`src/rtl/id_issue_ctrl.sv`:
```
// rtl/id_issue_ctrl.sv - decode-stage issue controller: RAW scoreboard, drain sequencer, stall counter
// Optional bypass network support is enabled by defining ID_FWD_EN.
module id_issue_ctrl #(
  parameter int XREG_ADDRWIDTH = 5,
  parameter int ALU_LAT        = 3,
  parameter int LOAD_LAT       = 4,
  parameter int CNT_W          = 3
) (
  input  logic                      clk,
  input  logic                      rst_n,
  input  logic                      id_valid,
  input  logic [6:0]                id_opcode,
  input  logic                      id_rs1_en,
  input  logic [XREG_ADDRWIDTH-1:0] id_rs1,
  input  logic                      id_rs2_en,
  input  logic [XREG_ADDRWIDTH-1:0] id_rs2,
  input  logic                      id_rd_en,
  input  logic [XREG_ADDRWIDTH-1:0] id_rd,
  input  logic                      ex_stall,
  input  logic                      flush,
  input  logic                      drain_req,
  output logic                      id_ready,
  output logic                      id_issue,
  output logic                      hazard_rs1,
  output logic                      hazard_rs2,
  output logic                      fwd_rs1,
  output logic                      fwd_rs2,
  output logic                      drain_done,
  output logic [31:0]               sb_busy,
  output logic [31:0]               stall_cycles
);

  localparam int NREG = 1 << XREG_ADDRWIDTH;

  typedef enum logic [1:0] {ST_RUN, ST_DRAIN, ST_DONE} state_e;

  state_e           state_q, state_d;
  logic [CNT_W-1:0] cnt_q [NREG];
  logic [CNT_W-1:0] cnt_d [NREG];
  logic [NREG-1:0]  ld_pend_q, ld_pend_d;
  logic [31:0]      stall_q, stall_d;

  logic is_load;
  logic busy_rs1, busy_rs2;
  logic h_rs1, h_rs2;

  assign is_load = (id_opcode == 7'b0000011);

  always_comb begin
    busy_rs1 = (cnt_q[id_rs1] != '0);
    busy_rs2 = (cnt_q[id_rs2] != '0);
`ifdef ID_FWD_EN
    // Only a load in its first cycle cannot be bypassed: one load-use bubble.
    h_rs1 = ld_pend_q[id_rs1] && (cnt_q[id_rs1] == CNT_W'(LOAD_LAT));
    h_rs2 = ld_pend_q[id_rs2] && (cnt_q[id_rs2] == CNT_W'(LOAD_LAT));
`else
    h_rs1 = busy_rs1;
    h_rs2 = busy_rs2;
`endif
    hazard_rs1 = id_valid && id_rs1_en && (id_rs1 != '0) && h_rs1;
    hazard_rs2 = id_valid && id_rs2_en && (id_rs2 != '0) && h_rs2;
    id_ready   = !hazard_rs1 && !hazard_rs2 && !ex_stall && !flush && (state_q == ST_RUN);
    id_issue   = id_valid && id_ready;
`ifdef ID_FWD_EN
    fwd_rs1 = id_rs1_en && (id_rs1 != '0) && busy_rs1 && !hazard_rs1;
    fwd_rs2 = id_rs2_en && (id_rs2 != '0) && busy_rs2 && !hazard_rs2;
`else
    fwd_rs1 = 1'b0;
    fwd_rs2 = 1'b0;
`endif
  end

  always_comb begin
    sb_busy = '0;
    for (int r = 0; r < 32; r++) begin
      if (r < NREG) sb_busy[r] = (cnt_q[r] != '0);
    end
  end

  // Scoreboard: age every entry, then let a new issue overwrite its rd entry.
  always_comb begin
    ld_pend_d = ld_pend_q;
    for (int r = 0; r < NREG; r++) begin
      cnt_d[r] = cnt_q[r];
      if (!ex_stall && (cnt_q[r] != '0)) begin
        cnt_d[r] = cnt_q[r] - CNT_W'(1);
        if (cnt_q[r] == CNT_W'(1)) ld_pend_d[r] = 1'b0;
      end
    end
    if (id_issue && id_rd_en && (id_rd != '0)) begin
      cnt_d[id_rd]     = is_load ? CNT_W'(LOAD_LAT) : CNT_W'(ALU_LAT);
      ld_pend_d[id_rd] = is_load;
    end
  end

  always_comb begin
    stall_d = stall_q;
    if (id_valid && !id_ready && !flush && (stall_q != 32'hFFFF_FFFF)) stall_d = stall_q + 32'd1;
  end

  always_comb begin
    state_d = state_q;
    case (state_q)
      ST_RUN:   if (drain_req) state_d = ST_DRAIN;
      ST_DRAIN: begin
        if (!drain_req)          state_d = ST_RUN;
        else if (sb_busy == '0)  state_d = ST_DONE;
      end
      ST_DONE:  if (!drain_req) state_d = ST_RUN;
      default:  state_d = ST_RUN;
    endcase
  end

  assign drain_done   = (state_q == ST_DONE);
  assign stall_cycles = stall_q;

  always_ff @(posedge clk) begin
    if (!rst_n) begin
      for (int r = 0; r < NREG; r++) cnt_q[r] <= '0;
      ld_pend_q <= '0;
      stall_q   <= '0;
      state_q   <= ST_RUN;
    end else begin
      cnt_q     <= cnt_d;
      ld_pend_q <= ld_pend_d;
      stall_q   <= stall_d;
      state_q   <= state_d;
    end
  end

endmodule
```
`config.mk`:
```
export PLATFORM = sky130hd
export DESIGN_NAME = id_issue_ctrl
export DESIGN_NICKNAME = d
export VERILOG_FILES = /design/src/rtl/id_issue_ctrl.sv
export SDC_FILE = /design/constraint.sdc
export NUM_CORES = 1
export LEC_CHECK = 0
export CORE_AREA = 10 10 151 153
export DETAILED_ROUTE_END_ITERATION = 7
export DIE_AREA = 0 0 161 163
export GPL_ROUTABILITY_DRIVEN = 0
export MAX_ROUTING_LAYER = met4
export PLACE_DENSITY = 0.76
export REMOVE_ABC_BUFFERS = 1
export SYNTH_ARGS = -nofsm -noshare
export SYNTH_HDL_FRONTEND = slang
export SYNTH_SLANG_ARGS = --single-unit
export TNS_END_PERCENT = 5
```
`constraint.sdc`:
```
create_clock -name clk -period 2.78 [get_ports clk]
set_input_delay 0.278 -clock clk [delete_from_list [all_inputs] [get_ports clk]]
set_output_delay 0.278 -clock clk [all_outputs]
set_load 0.05 [all_outputs]
```
==> results of run 1 <==
==> sequential cells by signal, summed over array words and instances, names as in the netlist <==
name          cells
cnt_q            96
stall_cycles     32
state_q           2
==> routing by layer <==
layer	global-route usage, %	vias up	routed length, µm
met5	-	-	0
met4	7.816	0	984
met3	3.589	81	1826
met2	35.79	363	13500
met1	23.76	4120	11130
li1	-	4224	-
==> worst max-delay path by stage <==
stage | start | endpoint | slack [ps] | cells after the start
after floorplan | cnt_q[82] | id_issue | -1410 | 7
after global placement | id_rs1[0] | stall_cycles[28] | -470 | 11
after detailed placement | id_rs1[0] | stall_cycles[28] | -610 | 11
after CTS | cnt_q[76] | id_issue | -140 | 9
after global routing | cnt_q[81] | cnt_q[4] | -250 | 12
final | cnt_q[76] | cnt_q[4] | -150 | 12
==> cell families (layout without fill, tap and decap cells) <==
kind of cell             Yosys count  count (layout)  synth area share, %
AND/OR/NAND/NOR                  449             449                26.52
AO/OA/AOI/OAI                    221             221                16.42
buffers and inverters            157             332                7.555
flip-flops                       130             130                29.60
adder cells (fa/ha/maj)           65              65                9.249
XOR/XNOR                          65              65                6.559
multiplexers                      28              28                4.055
other                              1               2              0.04265
==> synth_stat cells, types with 4 or more instances <==
cell type | number | share of area, %
buf_2 | 8 | 0.46
mux4_2 | 6 | 1.5
nor2_1 | 145 | 6.2
buf_1 | 4 | 0.17
dfxtp_1 | 130 | 30
xor2_1 | 16 | 1.6
or4_1 | 8 | 0.68
a21boi_0 | 7 | 0.60
nand2_1 | 90 | 3.8
a21oi_1 | 68 | 3.9
o21ai_0 | 21 | 1.2
buf_6 | 5 | 0.64
ha_1 | 65 | 9.2
a21oi_2 | 7 | 0.70
o211ai_1 | 9 | 0.77
nor4_1 | 22 | 1.6
a31oi_1 | 12 | 0.85
and3_1 | 15 | 1.1
nand3_1 | 25 | 1.4
nand4_1 | 13 | 0.92
inv_1 | 103 | 4.4
o31ai_1 | 5 | 0.43
clkbuf_1 | 32 | 1.4
nand2b_1 | 13 | 0.92
or3_1 | 13 | 0.92
mux2i_1 | 21 | 2.4
nor3_1 | 34 | 1.9
a2111oi_0 | 6 | 0.60
a211oi_1 | 58 | 5.0
nor2b_1 | 17 | 1.2
xnor2_1 | 48 | 4.8
nand3_2 | 29 | 3.3
and2_1 | 7 | 0.50
o21ai_1 | 11 | 0.63
==> area by class of cell <==
| type | instances | area share, % |
|---|---|---|
| clock buffers | 18 | 3.715 |
| clock inverters | 14 | 2.106 |
| inverters | 104 | 3.334 |
| multi-input cells | 830 | 50.21 |
| flip-flops and latches | 130 | 22.04 |
| well taps | 270 | 2.858 |
| repair buffers | 196 | 15.74 |
==> worst max-delay path, delay by kind of cell, from the launching register on <==
| family | cells | cell delay (ps) |
|---|---|---|
| compound gates | 4 | 710 |
| simple gates | 3 | 860 |
| buf+inv | 4 | 670 |
| mux | 1 | 290 |
| flops | 1 | 320 |
==> per-stage QoR <==
step           instances  setup WS, ps  hold WS, ps  instance area (µm²)
2_1_floorplan       1064         -1415        395.6                 8523
3_3_place_gp        1523        -466.3        475.4                10620
3_5_place_dp        1523        -609.8        486.2                10620
4_1_cts             1559        -136.8        438.3                11410
5_1_grt             1562        -246.6        493.4                11820
6_report            1562        -152.8        472.5                11820
==> cells in the final DEF, fill, tap and decap left out, drive strengths merged, types with 3 or more instances in the layout <==
| cell | netlist | routed |
|---|---|---|
| nor2 | 145 | 145 |
| dfxtp | 130 | 130 |
| inv | 104 | 108 |
| buf | 21 | 100 |
| clkdlybuf4s50 | 0 | 94 |
| nand2 | 91 | 91 |
| a21oi | 75 | 75 |
| ha | 65 | 65 |
| a211oi | 58 | 58 |
| nand3 | 55 | 55 |
| xnor2 | 48 | 48 |
| nor3 | 34 | 34 |
| o21ai | 32 | 32 |
| nor4 | 22 | 22 |
| mux2i | 21 | 21 |
| clkbuf | 32 | 19 |
| nor2b | 17 | 17 |
| xor2 | 17 | 17 |
| and3 | 15 | 15 |
| nand2b | 13 | 13 |
| nand4 | 13 | 13 |
| or3 | 13 | 13 |
| a31oi | 12 | 12 |
| o211ai | 9 | 9 |
| or4 | 8 | 8 |
| a21boi | 7 | 7 |
| and2 | 7 | 7 |
| mux4 | 6 | 6 |
| bufinv | 0 | 6 |
| a2111oi | 6 | 6 |
| o31ai | 5 | 5 |
| and4 | 4 | 4 |
| nor4b | 4 | 4 |
| a311oi | 3 | 3 |
| o31a | 3 | 3 |
| clkinv | 0 | 3 |
==> what timing repair did <==
item,CTS,global route
setup endpoints to repair,120,129
pin swaps,5,12
gates resized for setup,21,75
buffers inserted,3,3
gates cloned,1,1
==> power breakdown <==
part / total [W] / internal, W / switching (W)
Clock: 0.00263 / 0.00172 / 0.000911
Combinational: 0.00873 / 0.00348 / 0.00525
Sequential: 0.00309 / 0.00250 / 0.000597
==> results.yml, run 1 <==
power_and_ir_drop:
  power.static_leakage_nw: 4.524
  power.total_w: 0.01446
  powerDensity_mw_per_mm2: 1223
  worst_case_vdd_ir_drop_mv: 0.9950
detailed_routing:
  detail_route.first_pass.iterations: 5
  drtIter0Drc: 773
  wl_per_cell_um: 17.57
  routed-via-count: 8788
  antenna_violating_nets_post_route: 0
  remaining_drc_errors: 0
  totalWireLength_um: 27440
  avg_vias_per_cell: 5.626
outcome:
  failed_checks: "negative setup slack"
  status: "finished, violations left"
critical_path:
  cp_data_required_time_ps: 3140
  endpoint_kind: "register"
  worst_path_max_delay_cell: "or3_4"
  endpoint_of_the_worst_slack_reg_to_reg_timing_path: "cnt_q[4]"
  cp_common_cell: "buf_6"
  worstSetupStartpointType: "register"
  worst-endpoint-arrival_ps: 3290
  worst-path-max-fanout: 7
  worst_r2r_path_depth: 12
  rr_startpoint: "cnt_q[76]"
  worst-r2r-setup-slack_ps: -150
  category_of_the_critical_setup_timing_path: "register to register"
  critical_path.cell_chain: "or3_4 -> mux2_4 -> o221ai_2 -> a211oi_2 -> o31a_4 -> buf_6 -> nor4b_4 -> buf_6 -> buf_12 -> nand3_4 -> buf_4 -> a21oi_2"
  slowest_delay_ps: 400
timing:
  final_setup_margin_ps: -152.8
  timing.final.crit_period_ps: 2933
  maximum_frequency_from_static_timing_analysis_mhz: 341.0
  fin_worst_skew_ps: 9.022
  tightest_slew_ps: 836.0
  fin_crit_sh_pct: 105.5
  setup_violations: 100
  hold_viol: 0
  timing.slew.headroom_pct: 44.27
  fin_setup_tns_ps: -5429
  drv_slew: 0
  setup_repair_after_global_routing_missed_its_margin: "yes"
min_path:
  worst_hold_path.endpoint: "state_q[1]"
  worstHoldStart: "drain_req"
  min_path_cells: 3
  timing.hold.worst.class: "input port to register"
place:
  buffer_ports.inserted: 99
  place.detailed.hpwl_um: 19760
grt:
  global_route_wire_length_before_repair_um: 43230
  grt_max_degree: 57
  antenna_found_initial: 0
  globalRouteTotalUtil_pct: 20.79
  globalRouteOverflowTotal: 0
  first_global_vias: 8547
cells_and_area:
  post_route_cells_drive_above_1_share_pct: 18.50
  finish.utilization_pct: 59.38
  antenna-diode-count: 0
  register_area_mm2: 0.002605
  syn_to_final_growth_pct: 34.43
  multi_input_area_mm2: 0.005936
  nets: 1375
  num-fill-cells: 1696
floorplan:
  die_area_mm2: 0.02624
  coreArea_mm2: 0.01991
  row_count: 52
  die_boundary_width_um: 161
  start_util_pct: 44.17
  boundary_pin_count: 102
  die_y_um: 163
yosys:
  ys.flop_type: "dfxtp_1"
  flip_flop_and_latch_count_after_synthesis: 130
  post_synth_instance_area_mm2: 0.008793
  synth.lib_cells_used.distinct: 64
  synthesis.instances: 1116
  ys_seq_area_share_pct: 29.60
  ys.warnings.count: 0
  synth_area_per_cell_um2: 7.879
  synthArstFlopShare_pct: 0
  edff_count_synth: 0
cts:
  cts_buffers: 17
  cts.path.max_buffers: 2
  cts.root.buffer_cell: "clkbuf_16"
  cts_hold_buf: 0
  number_of_levels_the_h_tree_was_split_into: 4
  clk_latency_ps: 430
  clock_tree_from_tritoncts: "built"
  clock_slew_at_the_register_clock_pins_of_the_worst_setup_and_hold_paths_ps: 60
  clkSinkCount: 130
job:
  max_cap_viol_count: 0
(Power assumes the default switching activity.)
==> run 2, diff against run 1 <==
--- a/config.mk
+++ b/config.mk
@@ -10,7 +10,7 @@
 export DIE_AREA = 0 0 161 163
 export GPL_ROUTABILITY_DRIVEN = 0
 export MAX_ROUTING_LAYER = met4
-export PLACE_DENSITY = 0.76
+export PLACE_DENSITY = 0.68
 export REMOVE_ABC_BUFFERS = 1
 export SYNTH_ARGS = -nofsm -noshare
 export SYNTH_HDL_FRONTEND = slang
==> run 2 against run 1 <==
The flow still finishes with violations (negative setup slack); sequential cell count did not move; largest power group unchanged; setup slack got worse by 69 ps; largest cell class unchanged; final cell count decreased by 0.58%.
==> results.yml, run 2 (synthesis gave the netlist of run 1 again) <==
timing:
  final_setup_margin_ps: -221.5
  timing.slew.headroom_pct: 54.36
  drv_slew: 0
  hold_viol: 0
  tightest_slew_ps: 684.6
  fin_worst_skew_ps: 7.971
  setup_repair_after_global_routing_missed_its_margin: "yes"
  setup_violations: 51
  fin_setup_tns_ps: -1505
  maximum_frequency_from_static_timing_analysis_mhz: 333.2
  timing.final.crit_period_ps: 3002
  fin_crit_sh_pct: 108.0
cts:
  clkSinkCount: 130
  cts_buffers: 17
  number_of_levels_the_h_tree_was_split_into: 4
  cts.root.buffer_cell: "clkbuf_16"
  cts_hold_buf: 0
  clk_latency_ps: 430
  clock_slew_at_the_register_clock_pins_of_the_worst_setup_and_hold_paths_ps: 60
  cts.path.max_buffers: 2
  clock_tree_from_tritoncts: "built"
floorplan:
  start_util_pct: 44.17
  coreArea_mm2: 0.01991
  die_boundary_width_um: 161
  die_y_um: 163
  boundary_pin_count: 102
  row_count: 52
  die_area_mm2: 0.02624
cells_and_area:
  post_route_cells_drive_above_1_share_pct: 16.21
  syn_to_final_growth_pct: 31.16
  antenna-diode-count: 0
  nets: 1366
  most_common_cell_after_layout_fill_and_taps_aside: "nor2_1"
  num-fill-cells: 1817
  mostFrequentLayoutCells: "nor2_1, dfxtp_1, inv_1, clkdlybuf4s50_1, nand2_1"
  largest_register_ff_count: 96
  registers.top_by_ff_count: "cnt_q"
job:
  max_cap_viol_count: 0
power_and_ir_drop:
  worst_case_vdd_ir_drop_mv: 1.366
  power.total_w: 0.01396
  cellInternalPower_w: 0.007250
  power.share.sequential_pct: 22.1
  switching_power_w: 0.006707
  powerDensity_mw_per_mm2: 1210
  comb_power_share_pct: 62.0
  p_clk_share_pct: 15.9
  switching_share_pct: 48.06
  power.static_leakage_nw: 4.424
detailed_routing:
  routed-via-count: 8471
  wl_per_cell_um: 16.83
  totalWireLength_um: 26140
  detail_route.first_pass.iterations: 5
  avg_vias_per_cell: 5.455
  drtIter0Drc: 539
  remaining_drc_errors: 0
  antenna_violating_nets_post_route: 0
critical_path:
  critical_path.cell_chain: "or3_4 -> mux2_4 -> o221ai_2 -> a211oi_2 -> o31a_4 -> buf_6 -> nor4b_4 -> buf_4 -> and2_4 -> buf_12"
  worst-path-max-fanout: 2
  critical-path-top-delay-family: "simple AND/OR/NAND/NOR gates"
  worst-r2r-setup-slack_ps: -60
  endpoint_kind: "primary output"
  endpoint_of_the_worst_slack_reg_to_reg_timing_path: "cnt_q[16]"
  worstSetupStartpointType: "register"
  rr_startpoint: "cnt_q[82]"
  slowest_delay_ps: 410
  critical_path_buf_inv_count: 3
  cp_data_required_time_ps: 2500
  worst_r2r_path_depth: 12
  category_of_the_critical_setup_timing_path: "register to primary output"
  worst-endpoint-arrival_ps: 2720
  worst_path_max_delay_cell: "or3_4"
place:
  buffer_ports.inserted: 99
  place_ws_ps: -494.7
  place.detailed.hpwl_um: 19510
grt:
  grt_max_degree: 57
  globalRouteTotalUtil_pct: 19.98
  globalRouteOverflowTotal: 0
  global_route_wire_length_before_repair_um: 41240
  antenna_found_initial: 0
  first_global_vias: 8169
min_path:
  worstHoldStart: "drain_req"
  timing.hold.worst.class: "input port to register"
  worst_hold_path.endpoint: "state_q[1]"
  min_path_cells: 3
outcome:
  status: "finished, violations left"
  failed_checks: "negative setup slack"
run 2: changes by cell type in the layout (fill, tap and decap cells not counted), moves of 3 or more:
cell        previous run  this run
nand3_1               19        23
buf_4                 85        74
a211oi_2              13         5
nor2_1               134       141
nand3_2               14        19
clkinvlp_4             1         5
a211oi_1              45        53
nand3_4               22        13
nor2_2                10         4
buf_12                 9        12
bufinv_16              6         1
run 2: power groups by stage:
| stage | Clock [W] | Combinational (W) | Sequential [W] |
|---|---|---|---|
| detailed placement | 0 | 0.00846 | 0.00307 |
| global route | 0.00233 | 0.00943 | 0.00317 |
| CTS | 0.00224 | 0.00861 | 0.00306 |
| finish | 0.00222 | 0.00865 | 0.00309 |
| floorplan | 0 | 0.00580 | 0.00294 |
| global placement | 0 | 0.00831 | 0.00308 |
run 2: through the flow:
| stage | util (%) | std cells | area (µm²) | hold WS (ps) |
|---|---|---|---|---|
| global placement | 53.29 | 1515 | 10610 | 486.9 |
| floorplan | - | 1064 | 8523 | 395.6 |
| CTS | 56.86 | 1550 | 11320 | 447.8 |
| detailed placement | 53.29 | 1515 | 10610 | 493.4 |
| finish | 57.93 | 1553 | 11530 | 462.3 |
| global route | 57.93 | 1553 | 11530 | 462.2 |
run 2: final cells by class:
class | instances | area (µm²) | area share (%)
inverter | 104 | 391.6 | 3.396
tap | 270 | 337.8 | 2.929
timing repair buffer | 187 | 1818 | 15.76
multi-input combinational | 830 | 5806 | 50.34
clock buffer | 17 | 425.4 | 3.688
clock inverter | 15 | 151.4 | 1.313
sequential | 130 | 2604 | 22.58
run 2: worst register-to-register path: cells and delay by family (launching register included):
family                 cells  cell delay (ps)
muxes                      1              280
buffers and inverters      3              470
and+or+nand+nor            3              880
AOI/OAI and AO/OA          5              760
DFF                        1              320
run 2: worst max-delay path by stage:
stage,startpoint,endpoint,slack [ps],cells past startpoint
after floorplan,cnt_q[82],id_issue,-1410,7
after global placement,id_rs2[1],stall_cycles[29],-480,13
after detailed placement,id_rs1[0],stall_cycles[27],-490,12
after CTS,cnt_q[76],id_issue,-250,10
after global routing,cnt_q[62],id_issue,-300,10
final,cnt_q[82],id_issue,-220,10
run 2: metal layers:
layer / vias to the layer above / GRT usage, % / part of all wire, %
li1: 4202 / - / -
met1: 3984 / 23.22 / 44
met2: 233 / 32.89 / 48
met3: 52 / 4.221 / 4.7
met4: 0 / 8.519 / 3.4
met5: - / - / 0
run 2: what timing repair did:
action / CTS / global route
resized for setup: 25 / 37
setup endpoints to repair: 62 / 129
setup buffers: 3 / 3
pin swaps: 2 / 4
